**src/rtl/pipe_stall_ctrl_if.sv**
```systemverilog
// Hazard/stall control bundle between the pipeline datapath and the stall controller.
// The datapath (master) presents D/E/M stage hazard info; the controller (slave)
// returns PC/F-D enables, the D/E bubble request and MDU/perf status.
interface pipe_stall_ctrl_if #(
    parameter int CNT_W = 32
);
    logic [4:0]       D_rs;
    logic [4:0]       D_rt;
    logic [1:0]       D_tuse_rs;
    logic [1:0]       D_tuse_rt;
    logic             D_is_md;
    logic [4:0]       E_wr;
    logic [1:0]       E_tnew;
    logic [4:0]       M_wr;
    logic [1:0]       M_tnew;
    logic             E_md_start;
    logic             E_md_is_div;
    logic             pc_en;
    logic             fd_en;
    logic             de_flush;
    logic             md_busy;
    logic [3:0]       md_left;
    logic [CNT_W-1:0] stall_count;

    modport master (
        output D_rs, D_rt, D_tuse_rs, D_tuse_rt, D_is_md,
        output E_wr, E_tnew, M_wr, M_tnew, E_md_start, E_md_is_div,
        input  pc_en, fd_en, de_flush, md_busy, md_left, stall_count
    );

    modport slave (
        input  D_rs, D_rt, D_tuse_rs, D_tuse_rt, D_is_md,
        input  E_wr, E_tnew, M_wr, M_tnew, E_md_start, E_md_is_div,
        output pc_en, fd_en, de_flush, md_busy, md_left, stall_count
    );
endinterface

```
**src/rtl/pipe_stall_ctrl.sv**
```systemverilog
// Hazard and stall controller for the 5-stage core.
// Register hazards compare D-stage Tuse against E/M Tnew combinationally; the
// MDU busy window is a registered down-counter. A saturating counter tallies
// stall cycles for performance monitoring.
module pipe_stall_ctrl #(
    parameter int MULT_CYC = 5,
    parameter int DIV_CYC  = 10,
    parameter int CNT_W    = 32
) (
    input  logic              clk,
    input  logic              reset,
    pipe_stall_ctrl_if.slave  bus
);

    logic [3:0]       md_left_d;
    logic [3:0]       md_left_q;
    logic [CNT_W-1:0] stall_count_d;
    logic [CNT_W-1:0] stall_count_q;
    logic             md_busy;
    logic             stall_rs;
    logic             stall_rt;
    logic             stall_md;
    logic             stall;

    assign md_busy = (md_left_q != 4'd0);

    // Detect operand and MDU hazards for the instruction sitting in D.
    always_comb begin
        stall_rs = 1'b0;
        stall_rt = 1'b0;
        stall_md = 1'b0;
        if (bus.D_rs != 5'd0) begin
            stall_rs = ((bus.D_rs == bus.E_wr) && (bus.E_tnew > bus.D_tuse_rs)) ||
                       ((bus.D_rs == bus.M_wr) && (bus.M_tnew > bus.D_tuse_rs));
        end
        if (bus.D_rt != 5'd0) begin
            stall_rt = ((bus.D_rt == bus.E_wr) && (bus.E_tnew > bus.D_tuse_rt)) ||
                       ((bus.D_rt == bus.M_wr) && (bus.M_tnew > bus.D_tuse_rt));
        end
        stall_md = bus.D_is_md && (md_busy || bus.E_md_start);
        stall    = stall_rs | stall_rt | stall_md;
    end

    // Compute next MDU countdown and next saturating stall-cycle count.
    always_comb begin
        md_left_d     = md_left_q;
        stall_count_d = stall_count_q;
        if (bus.E_md_start) begin
            md_left_d = bus.E_md_is_div ? 4'(DIV_CYC) : 4'(MULT_CYC);
        end else if (md_left_q != 4'd0) begin
            md_left_d = md_left_q - 4'd1;
        end
        if (stall && (stall_count_q != {CNT_W{1'b1}})) begin
            stall_count_d = stall_count_q + {{(CNT_W-1){1'b0}}, 1'b1};
        end
    end

    // Register the MDU countdown and stall counter, cleared by synchronous reset.
    always_ff @(posedge clk) begin
        if (reset) begin
            md_left_q     <= 4'd0;
            stall_count_q <= '0;
        end else begin
            md_left_q     <= md_left_d;
            stall_count_q <= stall_count_d;
        end
    end

    assign bus.pc_en       = ~stall;
    assign bus.fd_en       = ~stall;
    assign bus.de_flush    = stall;
    assign bus.md_busy     = md_busy;
    assign bus.md_left     = md_left_q;
    assign bus.stall_count = stall_count_q;

endmodule

```
**src/flat_wrapper.sv**
```systemverilog
// flat-port wrapper written by rule: the top's interface ports become plain ports
module pipe_stall_ctrl_flat 
#(
    parameter int MULT_CYC = 5,
    parameter int DIV_CYC  = 10,
    parameter int CNT_W    = 32
)
  (clk, reset, bus_D_rs, bus_D_rt, bus_D_tuse_rs, bus_D_tuse_rt, bus_D_is_md, bus_E_wr, bus_E_tnew, bus_M_wr, bus_M_tnew, bus_E_md_start, bus_E_md_is_div, bus_pc_en, bus_fd_en, bus_de_flush, bus_md_busy, bus_md_left, bus_stall_count);
  pipe_stall_ctrl_if #(.CNT_W(CNT_W)) bus_i ();
  input  logic clk;
  input  logic reset;
  input wire logic [$bits(bus_i.D_rs)-1:0] bus_D_rs;
  input wire logic [$bits(bus_i.D_rt)-1:0] bus_D_rt;
  input wire logic [$bits(bus_i.D_tuse_rs)-1:0] bus_D_tuse_rs;
  input wire logic [$bits(bus_i.D_tuse_rt)-1:0] bus_D_tuse_rt;
  input wire logic [$bits(bus_i.D_is_md)-1:0] bus_D_is_md;
  input wire logic [$bits(bus_i.E_wr)-1:0] bus_E_wr;
  input wire logic [$bits(bus_i.E_tnew)-1:0] bus_E_tnew;
  input wire logic [$bits(bus_i.M_wr)-1:0] bus_M_wr;
  input wire logic [$bits(bus_i.M_tnew)-1:0] bus_M_tnew;
  input wire logic [$bits(bus_i.E_md_start)-1:0] bus_E_md_start;
  input wire logic [$bits(bus_i.E_md_is_div)-1:0] bus_E_md_is_div;
  output wire logic [$bits(bus_i.pc_en)-1:0] bus_pc_en;
  output wire logic [$bits(bus_i.fd_en)-1:0] bus_fd_en;
  output wire logic [$bits(bus_i.de_flush)-1:0] bus_de_flush;
  output wire logic [$bits(bus_i.md_busy)-1:0] bus_md_busy;
  output wire logic [$bits(bus_i.md_left)-1:0] bus_md_left;
  output wire logic [$bits(bus_i.stall_count)-1:0] bus_stall_count;
  assign bus_i.D_rs = bus_D_rs;
  assign bus_i.D_rt = bus_D_rt;
  assign bus_i.D_tuse_rs = bus_D_tuse_rs;
  assign bus_i.D_tuse_rt = bus_D_tuse_rt;
  assign bus_i.D_is_md = bus_D_is_md;
  assign bus_i.E_wr = bus_E_wr;
  assign bus_i.E_tnew = bus_E_tnew;
  assign bus_i.M_wr = bus_M_wr;
  assign bus_i.M_tnew = bus_M_tnew;
  assign bus_i.E_md_start = bus_E_md_start;
  assign bus_i.E_md_is_div = bus_E_md_is_div;
  assign bus_pc_en = bus_i.pc_en;
  assign bus_fd_en = bus_i.fd_en;
  assign bus_de_flush = bus_i.de_flush;
  assign bus_md_busy = bus_i.md_busy;
  assign bus_md_left = bus_i.md_left;
  assign bus_stall_count = bus_i.stall_count;
  pipe_stall_ctrl #(.MULT_CYC(MULT_CYC), .DIV_CYC(DIV_CYC), .CNT_W(CNT_W)) u_core (.clk(clk), .reset(reset), .bus(bus_i));
endmodule
```
**config.mk**
```make
export PLATFORM = sky130hd
export DESIGN_NAME = pipe_stall_ctrl_flat
export DESIGN_NICKNAME = d
export VERILOG_FILES = /design/src/rtl/pipe_stall_ctrl_if.sv /design/src/rtl/pipe_stall_ctrl.sv /design/src/flat_wrapper.sv
export SDC_FILE = /design/constraint.sdc
export NUM_CORES = 1
export LEC_CHECK = 0
export CAP_MARGIN = 30
export CORE_AREA = 2 2 72 74
export DETAILED_ROUTE_END_ITERATION = 7
export DIE_AREA = 0 0 74 76
export GPL_ROUTABILITY_DRIVEN = 0
export GPL_TIMING_DRIVEN = 0
export PLACE_DENSITY_LB_ADDON = 0.3
export SLEW_MARGIN = 25
export SYNTH_ARGS = -nofsm -noshare
export SYNTH_HDL_FRONTEND = slang
export SYNTH_SLANG_ARGS = --single-unit
```
**constraint.sdc**
```tcl
create_clock -name clk -period 7.97 [get_ports clk]
set_clock_uncertainty 0.1 [all_clocks]
set_input_delay 1.9925 -clock clk [delete_from_list [all_inputs] [get_ports clk]]
set_output_delay 1.9925 -clock clk [all_outputs]
set_load 0.01 [all_outputs]
```
==> results of run 1 <==
## cells by family after synthesis
group                      share of synthesized area [%]
and+or+nand+nor                                    30.47
DFF                                                30.36
adders and majority gates                          5.799
AOI/OAI and AO/OA                                  17.50
muxes                                              1.423
buffers and inverters                              5.957
xor gates and xnor gates                           8.487
## flip-flops by register name (all words and copies together), names as in the netlist
name / flops
u_core.bus.md_left: 4
u_core.bus.stall_count: 32
## where the power goes
group,internal (uW),switching (uW)
logic,49.1,47.7
registers,183,4.34
clock network,61.0,71.6
## final cells by class
cell class                      count  area (um2)
Multi-Input combinational cell    232        1511
Timing Repair Buffer               72       720.7
Buffer                             17       100.1
Clock inverter                      3       18.77
Fill cell                         429        1643
Sequential cell                    36       720.7
Tap cell                           70       87.58
Inverter                           11       41.29
Clock buffer                        5       68.82
## layout by cell type (no fill, tap or decap), drive strengths merged, types with 9 or more instances in the layout
cell | synthesis | layout
nor2 | 12 | 12
xor2 | 9 | 9
clkbuf | 7 | 12
nand2 | 21 | 21
dfxtp | 36 | 36
xnor2 | 14 | 14
clkdlybuf4s50 | 0 | 72
nand3 | 16 | 16
or3 | 15 | 15
o21ai | 17 | 17
a21oi | 35 | 35
o31ai | 14 | 14
ha | 11 | 11
inv | 11 | 11
nand4 | 13 | 13
or4 | 16 | 16
buf | 10 | 10
## worst max-delay path, cell delays in order
cell             delay, ns
clkdlybuf4s50_1       0.45
inv_1                 0.05
ha_1                  0.29
nor2b_1               0.13
o21ai_0               0.19
a2111oi_2             0.06
o22ai_1               0.18
and3_1                0.19
buf_6                 0.13
buf_2                 0.21
buf_2                 0.25
buf_4                 0.13
clkdlybuf4s50_1       0.52
## worst paths after layout
| path | to | depth (start not counted) |
|---|---|---|
| min | u_core.bus.stall_count[12] | 2 |
| max | bus_pc_en | 13 |
| max reg2reg | u_core.bus.stall_count[7] | 8 |
| min reg2reg | u_core.bus.stall_count[12] | 2 |
## through the flow
step | cell area [um2] | std cells | hold slack [ns] | utilization [%] | setup slack [ns]
floorplan | 2374 | 296 | 0.4083 | - | 2.289
global placement | 3182 | 438 | 0.3893 | 64.77 | 1.102
detailed placement | 3182 | 438 | 0.3892 | 64.77 | 1.081
CTS | 3269 | 446 | 0.4013 | 66.56 | 1.084
global route | 3269 | 446 | 0.4317 | 66.56 | 0.9477
finish | 3269 | 446 | 0.4025 | 66.56 | 1.095
## metal layers
| layer | vias up | global-route usage (%) | share of wire, % |
|---|---|---|---|
| met1 | 1212 | 29.20 | 41 |
| met3 | 13 | 3.968 | 6.0 |
| li1 | 1261 | - | - |
| met5 | - | 0 | 0 |
| met2 | 90 | 41.34 | 52 |
| met4 | 0 | 7.455 | 1.7 |
==> reports/results.txt, run 1 <==
Distinct cells, synth - 39
Area growth syn-to-layout - 37.74%
Synthesized net count - 340
Hold Buf Count CTS - 0
Post-route ant nets - 0
Worst slew margin - 65.69%
Worst-Skew Late Latency - 0.30 ns
CP Data Arrival Time - 4.78 ns
Final wirelength - 6.507 mm
Worst VDD drop - 0.00009229 V
Yosys reg bits - 36
CP Launch Point - bus_D_tuse_rs[1]
Status - complete, no violations
Die area - 0.005624 mm2
Post-synthesis sequential area ratio - 30.36%
Port buffer count - 72
Post-synth EDFFs - 0
Antenna cells - 0
PwrDens - 127.5 mW/mm2
Cell with the most instances after synthesis - dfxtp_1
CP Max Fanout - 11
FF-to-FF Start - u_core.bus.stall_count[0]
Main synth FF type - dfxtp_1
Vias in the first global route - 2451
Initial antenna violation count - 0
Lkg Pwr - 0.001098 uW
Critical path endpoint category - output port
Overflow after GRT - 0
Post-cts repair resize count - 0
Setup-failing EPs final - 0
Largest net degree at the start of global routing - 13
Part of the cycle the worst path needs - 86.26%
Via count - 2576
Async SR Flop Fraction - 0%
1st-pass router iterations - 4
Setup slack, reg-to-reg - 5.32 ns
GRT Total Usage - 23.77%
DRC viols - 0
Synth top area share - 30.36%
Fmax achieved - 145.5 MHz
Top cells by area, synth - dfxtp_1 (30%), a21oi_1 (7.4%), ha_1 (5.8%), xnor2_1 (5.2%), or4_1 (5.1%)
NumNets Final - 419
Drt first-iter violations - 177
Core area - 0.004912 mm2
Kind of critical path - in2out
DP HPWL - 4.942 mm
# IOs - 73
Worst min-delay path startpoint - u_core.bus.stall_count[12]
First-pass GRT wire length - 10.90 mm
Die Span Y - 76 um
Drt via density - 5.776
Starting Density - 48.32%
Final Max Slew Viols - 0
Ratio of cells with drive above 1 in the final layout - 7.447%
Setup tns final - 0 ns
Post-CTS Setup Inserts - 0
Ys Warns - 0
Num CTS Buffers - 5
Routed wire length per instance - 14.59 um
CTS Sinks - 36
Worst Setup Start Kind - input pin
Crit path required time - 5.88 ns
H-Tree Level Count - 2
# rows - 26
CTS tree - built
CTS Buffer Depth - 2
Top cells by count, synth - dfxtp_1 (36), a21oi_1 (35), nand2_1 (20)
Die Width - 74 um
Post-synth top area cell - dfxtp_1
Minimum clock period - 6.875 ns
Total Power - 417.0 uW
Final hold vios - 0
Clock slew at reported path FFs - 0.07 ns
Max-Cap Viols - 0
Syn_area_per_cell - 8.019 um2
Slew @ Worst Pin - 0.5146 ns
Synth Instances - 296
Root Buffer - clkbuf_8
Mapped Area - 0.002374 mm2
Unrepaired setup endpoints after global routing - no
HP Class - reg2reg
(Power assumes the default switching activity.)
==> run 2, diff against run 1 <==
- CORE_AREA: 2 2 72 74 -> 2 2 75 77
- DIE_AREA: 0 0 74 76 -> 0 0 77 79
- clock period: 7.97 -> 6.6 ns (I/O delays scaled with it)
==> run 2 against run 1 <==
  * Via count down 1.4%
  * Flip-flop and latch count is the same
  * Register-to-register slack got worse by 1.4 ns
  * Worst setup slack lost 0.69 ns
  * Sequential power increased by 20%
  * Global-route usage shrank 0.78 points
==> reports/results.txt, run 2 (synthesis gave the netlist of run 1 again) <==
Minimum clock period - 6.197 ns
Crit path buf inv count - 7 (unchanged)
Dpl cells - 440 (+0.46%)
Kind of critical path - in2out
Drt via density - 5.670 (-1.8%)
DP HPWL - 4.962 mm (+0.40%)
Worst slew margin - 64.34% (-1.3 points)
CP Max Fanout - 11 (unchanged)
Post-CTS Setup Inserts - 0 (unchanged)
Worst-Skew Late Latency - 0.30 ns (about the same)
Max-Cap Viols - 0 (unchanged)
Post-route ant nets - 0 (unchanged)
Final wirelength - 6.689 mm (+2.8%)
# rows - 27 (+3.8%)
Largest net degree at the start of global routing - 12 (-1)
Die Width - 77 um (+4.1%)
Worst hold slack - 0.4062 ns (+0.003647 ns)
Via count - 2540 (-1.4%)
Clock power share - 33.1% (+1.3 points)
Crit path cell chain - clkdlybuf4s50_1, inv_1, ha_1, nor2b_1, o21ai_0, a2111oi_2, o22ai_1, and3_1, buf_6, buf_2, buf_2, buf_4, clkdlybuf4s50_1
First-pass GRT wire length - 11.46 mm (+5.1%)
P_sw - 149.6 uW (+21%)
Combinational Power Share - 22.9% (-0.3 points)
Drt first-iter violations - 321 (+81%)
Unrepaired setup endpoints after global routing - no
Critical path endpoint category - output port
Max reg flops - 32 (unchanged)
Worst VDD drop - 0.00009392 V (+1.8%)
Switching share of power - 29.03% (-0.62 points)
Clock slew at reported path FFs - 0.07 ns (about the same)
GRT Total Usage - 22.99% (-0.78 points)
Vias in the first global route - 2507 (+2.3%)
Status - complete, no violations
Fmax achieved - 161.4 MHz
Worst path slowest cell - clkdlybuf4s50_1
Die Span Y - 79 um (+3.9%)
Slew @ Worst Pin - 0.5319 ns (+0.01734 ns)
HP Class - reg2reg
Root Buffer - clkbuf_8
Hold Buf Count CTS - 0 (unchanged)
CTS tree - built
H-Tree Level Count - 2 (unchanged)
1st-pass router iterations - 4 (unchanged)
Dpl cell area - 0.003184 mm2 (about the same)
CP Data Arrival Time - 4.45 ns (-0.33 ns)
Int Power - 365.6 uW (+25%)
Part of the cycle the worst path needs - 93.89%
CTS Sinks - 36 (unchanged)
Ratio of cells with drive above 1 in the final layout - 7.181% (-0.27 points)
Setup WS pre-CTS - 0.3790 ns (-0.7020 ns)
Num CTS Buffers - 5 (unchanged)
Core area - 0.005338 mm2 (+8.7%)
Most common cell after layout, fill and taps aside - clkdlybuf4s50_1
Final Max Slew Viols - 0 (unchanged)
Crit path required time - 4.85 ns (-1.03 ns)
Final hold vios - 0 (unchanged)
Starting Density - 44.47% (-3.9 points)
Setup-failing EPs final - 0 (unchanged)
Setup tns final - 0 ns (unchanged)
Worst Setup Start Kind - input pin
NumNets Final - 419 (unchanged)
Reg power frac - 43.9% (-1.1 points)
Crit-path leading delay family - buffers and inverters
Port buffer count - 72 (unchanged)
Slack of the critical path - 0.4031 ns (-0.6920 ns)
Overflow after GRT - 0 (unchanged)
Lkg Pwr - 0.001094 uW (-0.31%)
Layout Cells excl Fill - 448 (+0.45%)
Antenna cells - 0 (unchanged)
Initial antenna violation count - 0 (unchanged)
# IOs - 73 (unchanged)
Max stage delay on crit path - 0.52 ns (about the same)
PwrDens - 157.2 mW/mm2 (+23%)
Final instance area - 0.003278 mm2 (+0.27%)
Area growth syn-to-layout - 38.11%
Post-cts repair resize count - 0 (unchanged)
Routed wire length per instance - 14.93 um (+2.3%)
Most frequent cells in the layout - clkdlybuf4s50_1 (72), dfxtp_1 (36), a21oi_1 (35)
CTS Buffer Depth - 2 (unchanged)
Die area - 0.006083 mm2 (+8.2%)
DRC viols - 0 (unchanged)
## run 2: cell count changes in the layout (fill, tap and decap cells not counted), sizes merged
cell	before	now
clkbuf	12	14
clkinv	3	0
clkinvlp	0	1
## run 2: worst paths after layout
path / start / endpoint / slack (ns) / cells past startpoint
min reg2reg: u_core.bus.stall_count[16] / u_core.bus.stall_count[16] / 0.41 / 2
min: u_core.bus.stall_count[16] / u_core.bus.stall_count[16] / 0.41 / 2
max reg2reg: u_core.bus.stall_count[0] / u_core.bus.stall_count[7] / 3.92 / 8
max: bus_D_tuse_rs[1] / bus_pc_en / 0.40 / 13
## run 2: final cells by class
type	instances	area, um2
clock inverters	1	7.507
clock buffers	7	86.33
multi-input cells	232	1511
flip-flops and latches	36	720.7
well taps	72	90.09
repair buffers	72	720.7
fillers	516	2059
inverters	11	41.29
plain buffers	17	100.1
## run 2: routing by layer
| metal | GRT usage, % | up-vias | part of all wire (%) |
|---|---|---|---|
| met5 | 0 | - | 0 |
| met4 | 8.571 | 0 | 1.7 |
| met3 | 4.432 | 11 | 5.3 |
| met2 | 40.79 | 81 | 50 |
| met1 | 27.68 | 1200 | 43 |
| li1 | - | 1248 | - |
## run 2: through the flow
stage / power, uW / util [%]
after floorplan: 292.1 / -
final: 515.2 / 61.42
after global routing: 539.3 / 61.42
after global placement: 346.6 / 59.66
after CTS: 516.9 / 61.42
after detailed placement: 349.5 / 59.66
## run 2: tightest hold or removal path: cells and delay by family, from the launching register on
| family | cells | cell delay, ns |
|---|---|---|
| AO/OA/AOI/OAI | 2 | 0.13 |
| flip-flops | 1 | 0.33 |
## run 2: power by group through the flow
stage	sequential (uW)	clock, uW	combinational, uW
after floorplan	232	0	59.7
after global placement	231	0	115
final	226	171	118
after global routing	227	182	131
after CTS	226	172	119
after detailed placement	231	0	118
